$ cat src/rtl/seq_ctrl_pkg.sv
// Shared types for the stream pattern-detect controller.
// Build option SEQ_OVERLAP_EN is consumed by seq_pattern_det only.
package seq_ctrl_pkg;

  localparam int PAT_W = 4;

  typedef enum logic [1:0] {
    IDLE  = 2'd0,
    WAIT  = 2'd1,
    SHIFT = 2'd2,
    DONE  = 2'd3
  } state_e;

endpackage

$ cat src/rtl/seq_pattern_det.sv
// Serial 4-bit pattern detector with a fill counter so stale history never matches.
// SEQ_OVERLAP_EN defined: history survives a match; undefined: a match restarts the fill.
module seq_pattern_det
  import seq_ctrl_pkg::*;
(
  input  logic             clk,
  input  logic             rst_n,
  input  logic             clr,
  input  logic             bit_valid,
  input  logic             bit_in,
  input  logic [PAT_W-1:0] pattern,
  output logic             match
);

  logic [PAT_W-2:0] hist_q, hist_d;
  logic [1:0]       fill_q, fill_d;

  always_comb begin
    match  = bit_valid && (fill_q == 2'd3) && ({hist_q, bit_in} == pattern);
    hist_d = hist_q;
    fill_d = fill_q;
    if (clr) begin
      hist_d = '0;
      fill_d = '0;
    end else if (bit_valid) begin
      hist_d = {hist_q[PAT_W-3:0], bit_in};
      fill_d = (fill_q == 2'd3) ? fill_q : fill_q + 2'd1;
`ifdef SEQ_OVERLAP_EN
      fill_d = fill_d;
`else
      // completing bit is consumed: next match needs four fresh bits
      if (match) fill_d = 2'd0;
`endif
    end
  end

  always_ff @(posedge clk or negedge rst_n) begin
    if (!rst_n) begin
      hist_q <= '0;
      fill_q <= '0;
    end else begin
      hist_q <= hist_d;
      fill_q <= fill_d;
    end
  end

endmodule

$ cat src/rtl/seq_stream_ctrl.sv
// Burst controller: accepts len words, shifts them MSB-first into seq_pattern_det, counts matches.
// Detection mode follows SEQ_OVERLAP_EN (see seq_pattern_det).
//
//   state | meaning
//   IDLE  | waiting for start; match_count holds last result
//   WAIT  | in_ready high, waiting for the next word
//   SHIFT | presenting one bit per cycle, DATA_W cycles
//   DONE  | one-cycle done pulse
module seq_stream_ctrl
  import seq_ctrl_pkg::*;
#(
  parameter int DATA_W = 8,
  parameter int CNT_W  = 8
) (
  input  logic              clk,
  input  logic              rst_n,
  input  logic              start,
  input  logic [PAT_W-1:0]  pattern,
  input  logic [CNT_W-1:0]  len,
  input  logic              in_valid,
  input  logic [DATA_W-1:0] in_data,
  output logic              in_ready,
  output logic              busy,
  output logic              match_pulse,
  output logic [CNT_W-1:0]  match_count,
  output logic              done
);

  localparam int BC_W = $clog2(DATA_W + 1);

  state_e            state_q, state_d;
  logic [DATA_W-1:0] shreg_q, shreg_d;
  logic [BC_W-1:0]   bit_cnt_q, bit_cnt_d;
  logic [CNT_W-1:0]  words_q, words_d;
  logic [CNT_W-1:0]  count_q, count_d;
  logic [PAT_W-1:0]  pat_q, pat_d;
  logic              pulse_q, pulse_d;
  logic              det_clr, det_valid, det_match;

  seq_pattern_det u_det (
    .clk       (clk),
    .rst_n     (rst_n),
    .clr       (det_clr),
    .bit_valid (det_valid),
    .bit_in    (shreg_q[DATA_W-1]),
    .pattern   (pat_q),
    .match     (det_match)
  );

  always_comb begin
    state_d   = state_q;
    shreg_d   = shreg_q;
    bit_cnt_d = bit_cnt_q;
    words_d   = words_q;
    count_d   = count_q;
    pat_d     = pat_q;
    pulse_d   = 1'b0;
    det_clr   = 1'b0;
    det_valid = (state_q == SHIFT);
    case (state_q)
      IDLE: if (start) begin
        pat_d   = pattern;
        words_d = len;
        count_d = '0;
        det_clr = 1'b1;
        state_d = (len == '0) ? DONE : WAIT;
      end
      WAIT: if (in_valid) begin
        shreg_d   = in_data;
        bit_cnt_d = BC_W'(DATA_W - 1);
        state_d   = SHIFT;
      end
      SHIFT: begin
        shreg_d = shreg_q << 1;
        if (bit_cnt_q == '0) begin
          words_d = words_q - CNT_W'(1);
          state_d = (words_q == CNT_W'(1)) ? DONE : WAIT;
        end else begin
          bit_cnt_d = bit_cnt_q - BC_W'(1);
        end
      end
      DONE:    state_d = IDLE;
      default: state_d = IDLE;
    endcase
    // match is only ever asserted in SHIFT, so the counter updates on the consuming edge
    if (det_match) begin
      pulse_d = 1'b1;
      if (count_q != '1) count_d = count_q + CNT_W'(1);
    end
  end

  always_ff @(posedge clk or negedge rst_n) begin
    if (!rst_n) begin
      state_q   <= IDLE;
      shreg_q   <= '0;
      bit_cnt_q <= '0;
      words_q   <= '0;
      count_q   <= '0;
      pat_q     <= '0;
      pulse_q   <= 1'b0;
    end else begin
      state_q   <= state_d;
      shreg_q   <= shreg_d;
      bit_cnt_q <= bit_cnt_d;
      words_q   <= words_d;
      count_q   <= count_d;
      pat_q     <= pat_d;
      pulse_q   <= pulse_d;
    end
  end

  assign in_ready    = (state_q == WAIT);
  assign busy        = (state_q != IDLE);
  assign done        = (state_q == DONE);
  assign match_pulse = pulse_q;
  assign match_count = count_q;

endmodule

$ cat config.mk
export PLATFORM = sky130hd
export DESIGN_NAME = seq_stream_ctrl
export DESIGN_NICKNAME = d
export VERILOG_FILES = /design/src/rtl/seq_ctrl_pkg.sv /design/src/rtl/seq_pattern_det.sv /design/src/rtl/seq_stream_ctrl.sv
export SDC_FILE = /design/constraint.sdc
export NUM_CORES = 1
export LEC_CHECK = 0
export ABC_CLOCK_PERIOD_IN_PS = 2100
export CORE_ASPECT_RATIO = 0.75
export CORE_MARGIN = 3
export CORE_UTILIZATION = 48
export CTS_CLUSTER_SIZE = 24
export DETAILED_ROUTE_END_ITERATION = 8
export PLACE_DENSITY = 0.85
export SYNTH_ARGS = -nofsm -noshare
export SYNTH_HDL_FRONTEND = slang
export SYNTH_SLANG_ARGS = --single-unit
$ cat constraint.sdc
create_clock -name clk -period 2.1 [get_ports clk]
set_clock_uncertainty 0.05 [all_clocks]
set_input_delay 0.63 -clock clk [delete_from_list [all_inputs] [get_ports clk]]
set_output_delay 0.63 -clock clk [all_outputs]
set_load 0.005 [all_outputs]
Word level (Yosys, flattened, before mapping)
Cells that the tools add are included.
{"block": "word_totals", "reg_bits": 40, "wordCells": 67}
{"block": "op_classes", "eq_ne": 12, "muxes": 27, "reduce_logical": 15, "add_sub_neg": 4}
{"operator": "$mux W8", "count": 7}
{"operator": "$pmux W8 S2", "count": 2}
{"operator": "$mux W2", "count": 9}
{"operator": "$reduce_and A3 Y1", "count": 3}
{"operator": "$add A8 B1 Y8 const B", "count": 1}
{"operator": "$eq A8 B1 Y1 const B", "count": 1}
{"operator": "$logic_not A8 Y1", "count": 1}
{"operator": "$mux W4", "count": 2}
{"operator": "$ne A2 B2 Y1 const B", "count": 4}
{"operator": "$ne A8 B8 Y1 const B", "count": 1}
{"operator": "$pmux W2 S4", "count": 1}
{"operator": "$pmux W4 S2", "count": 1}
{"operator": "$reduce_bool A2 Y1", "count": 4}
{"operator": "$sub A8 B1 Y8 const B", "count": 1}
{"operator": "$eq A2 B2 Y1 const B", "count": 3}
{"operator": "$mux W3", "count": 2}
{"operator": "$reduce_and A2 Y1", "count": 3}
{"operator": "$eq A4 B4 Y1", "count": 1}
{"operator": "$logic_not A4 Y1", "count": 1}
{"operator": "$sub A4 B1 Y4 const B", "count": 1}
{"operator": "$mux W1", "count": 3}
{"operator": "$ne A3 B3 Y1 const B", "count": 1}
{"operator": "$add A2 B1 Y2 const B", "count": 1}
{"operator": "$eq A2 B1 Y1 const B", "count": 1}
{"operator": "other kinds (2)", "count": 3}

Logic depth before layout (Yosys ltp)
{"block": "depth", "word_depth": 6, "mapped_depth": 7}

Modules after synthesis
Synthesis repeated with hierarchy kept, for this count alone.
{"block": "hier_totals", "cells_unflattened": 237, "area_unflattened_um2": 2165.8}
{"mod": "seq_stream_ctrl", "cells_each": 207, "seq_area_each_um2": 875.8, "area_per_inst_um2": 1843.0, "instances": 1}
{"mod": "seq_pattern_det", "cells_each": 30, "seq_area_each_um2": 125.1, "area_per_inst_um2": 322.8, "instances": 1}

Worst setup path before layout
OpenSTA, ideal clock, no wires.
{"block": "synth_timing", "kind": "register -> output", "start": "register state_q[1]", "end": "output done", "path_buffers": 3, "required_time_ns": 1.420, "slack_ns": 0.024, "arrival_ns": 1.396, "path_stages_with_launch": 5, "cell_sequence": "dfrtp_1 > clkbuf_1 > clkbuf_1 > clkbuf_1 > and2_1"}
{"block": "synth_between", "elab_chain_len": 1}
{"item": "start, declared", "line_no": "seq_stream_ctrl.sv:31", "rtl": "state_e state_q, state_d;"}
{"item": "start signal, assigned", "line_no": "seq_stream_ctrl.sv:102", "rtl": "state_q <= state_d;"}
{"item": "$eq A2 B2 Y1", "line_no": "seq_stream_ctrl.sv:114", "rtl": "assign done = (state_q == DONE);"}
{"item": "end, declared", "line_no": "seq_stream_ctrl.sv:26", "rtl": "output logic done"}
No other way between the ends.

Final worst setup path
Ends and elaborated chain as after synthesis.

==> impl_metrics.yaml <==
run_status:
  status: "complete, no violations"
timing:
  relSlewSlack: 0.6417
  hold_viol_final: 0
  setup_violations: 0
  layout_min_cycle_time_ns: 2.058
  finalCritPeriodShare: 0.9800
  drv_slew: 0
  grt_setup_unrepaired: "false"
  setup_slack_ns: 0.04207
  worst_pin_slew_ns: 0.5305
  fin_tns_setup_ns: 0
  fmax_mhz: 485.9
  whs_ns: 0.2563
setup_path:
  path_buf_inv: 1
  path_max_fanout: 4
  cpMaxStageDelayCell: "clkdlybuf4s50_1"
  reg2regPathDepth: 5
  reg2reg_to: "match_count[4]"
  end_kind: "output pin"
  r2r-start: "state_q[0]"
  crit_family: "buffers and inverters"
  crit_arrival_ns: 1.38
  r2r_setup_slack_ns: 0.09
  crit_chain: "and2_4 -> clkdlybuf4s50_1"
  worstPathRequired_ns: 1.42
  crit_path_max_incr_delay_ns: 0.49
  start_kind: "register"
  crit_cells: 2
  critPathKind: "reg2out"
synth:
  synth_ff_type: "dfrtp_1"
  syn_area_per_cell_um2: 9.228
  yosysMostFrequentCell: "dfrtp_1"
  synth.distinct_cells: 47
  synth.largest_area_cell: "dfrtp_1"
  synth_area_mm2: 0.002288
  synthesis.nets: 277
  synth_area_leaders: "dfrtp_1, nand2_1, mux2i_1"
  synth_top_area_frac: 0.4374
  ys.warnings.count: 0
  synth-async-reset-ratio: 1.000
  synthCells: 248
  synth.ff_latch_count: 40
  synth_seq_area_share: 0.4374
  netlist_top_cells_count: "dfrtp_1, nand2_1, o21ai_0"
  synth_edf_count: 0
clock_tree:
  cts.sinks: 40
  hold_buffers: 0
  cts-root-buf: "clkbuf_8"
  clk_pin_slew_worst_paths_ns: 0.08
  htreeDepth: 2
  numCtsBuffers: 5
  clock_latency_ns: 0.29
  cts_max_path_buffers: 2
  cts_tree: "yes"
floorplan:
  num_rows: 21
  die_x_um: 85.73
  core_mm2: 0.004519
  start_util: 0.5064
  io_pins: 36
  dieArea_mm2: 0.005641
  die_y_um: 65.80
place:
  portBuffers: 35
  gp_congestion: 0.8228
  dp_worst_setup_slack_ns: -0.03479
  dp_hpwl_um: 3698
  dpl_cell_area_mm2: 0.002766
layout:
  fillers: 374
  num_antenna_cells: 0
  syn_to_final_growth_pct: 27.50
  final_cell_area_mm2: 0.002918
  multi_input_area_mm2: 0.001195
  seq_area_mm2: 0.001003
  nets: 322
  drive_above_1_share: 0.1327
grt:
  grt_pass1_vias: 1947
  grt_pass1_wl_um: 8921
  grt_start_max_net_pins: 24
  grtUsageTotal: 0.1994
  antenna_found_initial: 0
  grt_overflow: 0
routing:
  vias: 2032
  firstDrtPassIters: 5
  drtIter0Drc: 144
  wl_per_cell_um: 14.82
  wl_um: 5202
  drcViolationCount: 0
  final_antenna_net_count: 0
  viasPerCell: 5.789
power_and_ir_drop:
  power_density_mw_per_mm2: 1206
  vdd.ir_drop.worst_v: 0.0006672
  p_leak_uw: 0.001238
flow_run:
  maxCapViolCount: 0
hold_path:
  hp-class: "in2async"
## worst max-delay path by stage
stage                       to       start  slack (ns)
finish                    done  state_q[1]        0.04
global route              done  state_q[0]       0.005
CTS                       busy  state_q[0]        0.02
detailed placement  state_q[1]      len[5]       -0.03
global placement    words_q[3]       start        0.10
floorplan                 done  state_q[1]        0.02
## routing by layer
layer / global-route usage / up-vias / part of all wire
met5: 0 / - / 0
met4: 0.06719 / 0 / 0.015
met3: 0.04608 / 11 / 0.058
met2: 0.3004 / 72 / 0.46
met1: 0.2829 / 958 / 0.47
li1: - / 991 / -
## area by class of cell
type	count	share of cell area
multi-input cells	183	0.4095
flip-flops and latches	40	0.3439
repair buffers	52	0.1711
clock buffers	6	0.02487
well taps	57	0.02444
inverters	11	0.01415
clock inverters	2	0.01201
## flip-flops by register name (all words and copies together), names as in the netlist
name	flops
shreg_q	8
pat_q	4
u_det.fill_q	2
bit_cnt_q	4
match_count	8
state_q	2
match_pulse	1
words_q	8
u_det.hist_q	3
## worst reg2reg max path: cells and delay by family, from the launching register on
kind                   cells  cell delay [ns]
AND/OR/NAND/NOR            3             0.99
flip-flops                 1             0.46
AO/OA/AOI/OAI              1             0.24
buffers and inverters      1             0.17
## per-stage QoR
stage            util  instances  total power (uW)
2_1_floorplan       -        248              2329
3_3_place_gp   0.6121        340              2750
3_5_place_dp   0.6121        340              2822
4_1_cts        0.6434        351              3522
5_1_grt        0.6456        351              3827
6_report       0.6456        351              3518
## cell families (layout without fill, tap and decap cells)
family	count (synthesis)	count (layout)	synth area share
and+or+nand+nor	91	91	0.2121
AOI/OAI and AO/OA	68	68	0.1930
DFF	40	40	0.4374
buffers and inverters	25	71	0.04811
muxes	13	13	0.05905
xor gates and xnor gates	6	6	0.02296
adders and majority gates	5	5	0.02734
## power by group
part / leakage (uW) / internal (uW) / switching [uW] / total (uW)
clock: 0.0000552 / 353 / 271 / 623
sequential: 0.000498 / 1060 / 277 / 1340
combinational: 0.000685 / 747 / 808 / 1550
total: 0.00124 / 2160 / 1360 / 3520
## placed cells by master (no fill, tap or decap), drive strengths merged, types with 2 or more instances in the layout
cell            n
a211oi          9
a21oi          15
a22oi           2
a31o            2
a31oi           2
and2            2
buf            18
clkbuf          6
clkdlybuf4s50  32
dfrtp          40
ha              5
inv            11
mux2            4
mux2i           9
nand2          26
nand2b          5
nand3           9
nand4b          2
nor2           14
nor2b          12
nor3            4
nor4            4
o211ai          3
o21ai          17
o21bai          3
o22ai           2
o311ai          5
or2             2
or3             5
xnor2           2
xor2            4
## timing repair
item | 4_1_cts | 5_1_grt
gates resized for setup | 5 | 4
setup buffers | 3 | 0
setup endpoints to repair | 3 | 2
Note: power is estimated with default switching activity, not from simulation.
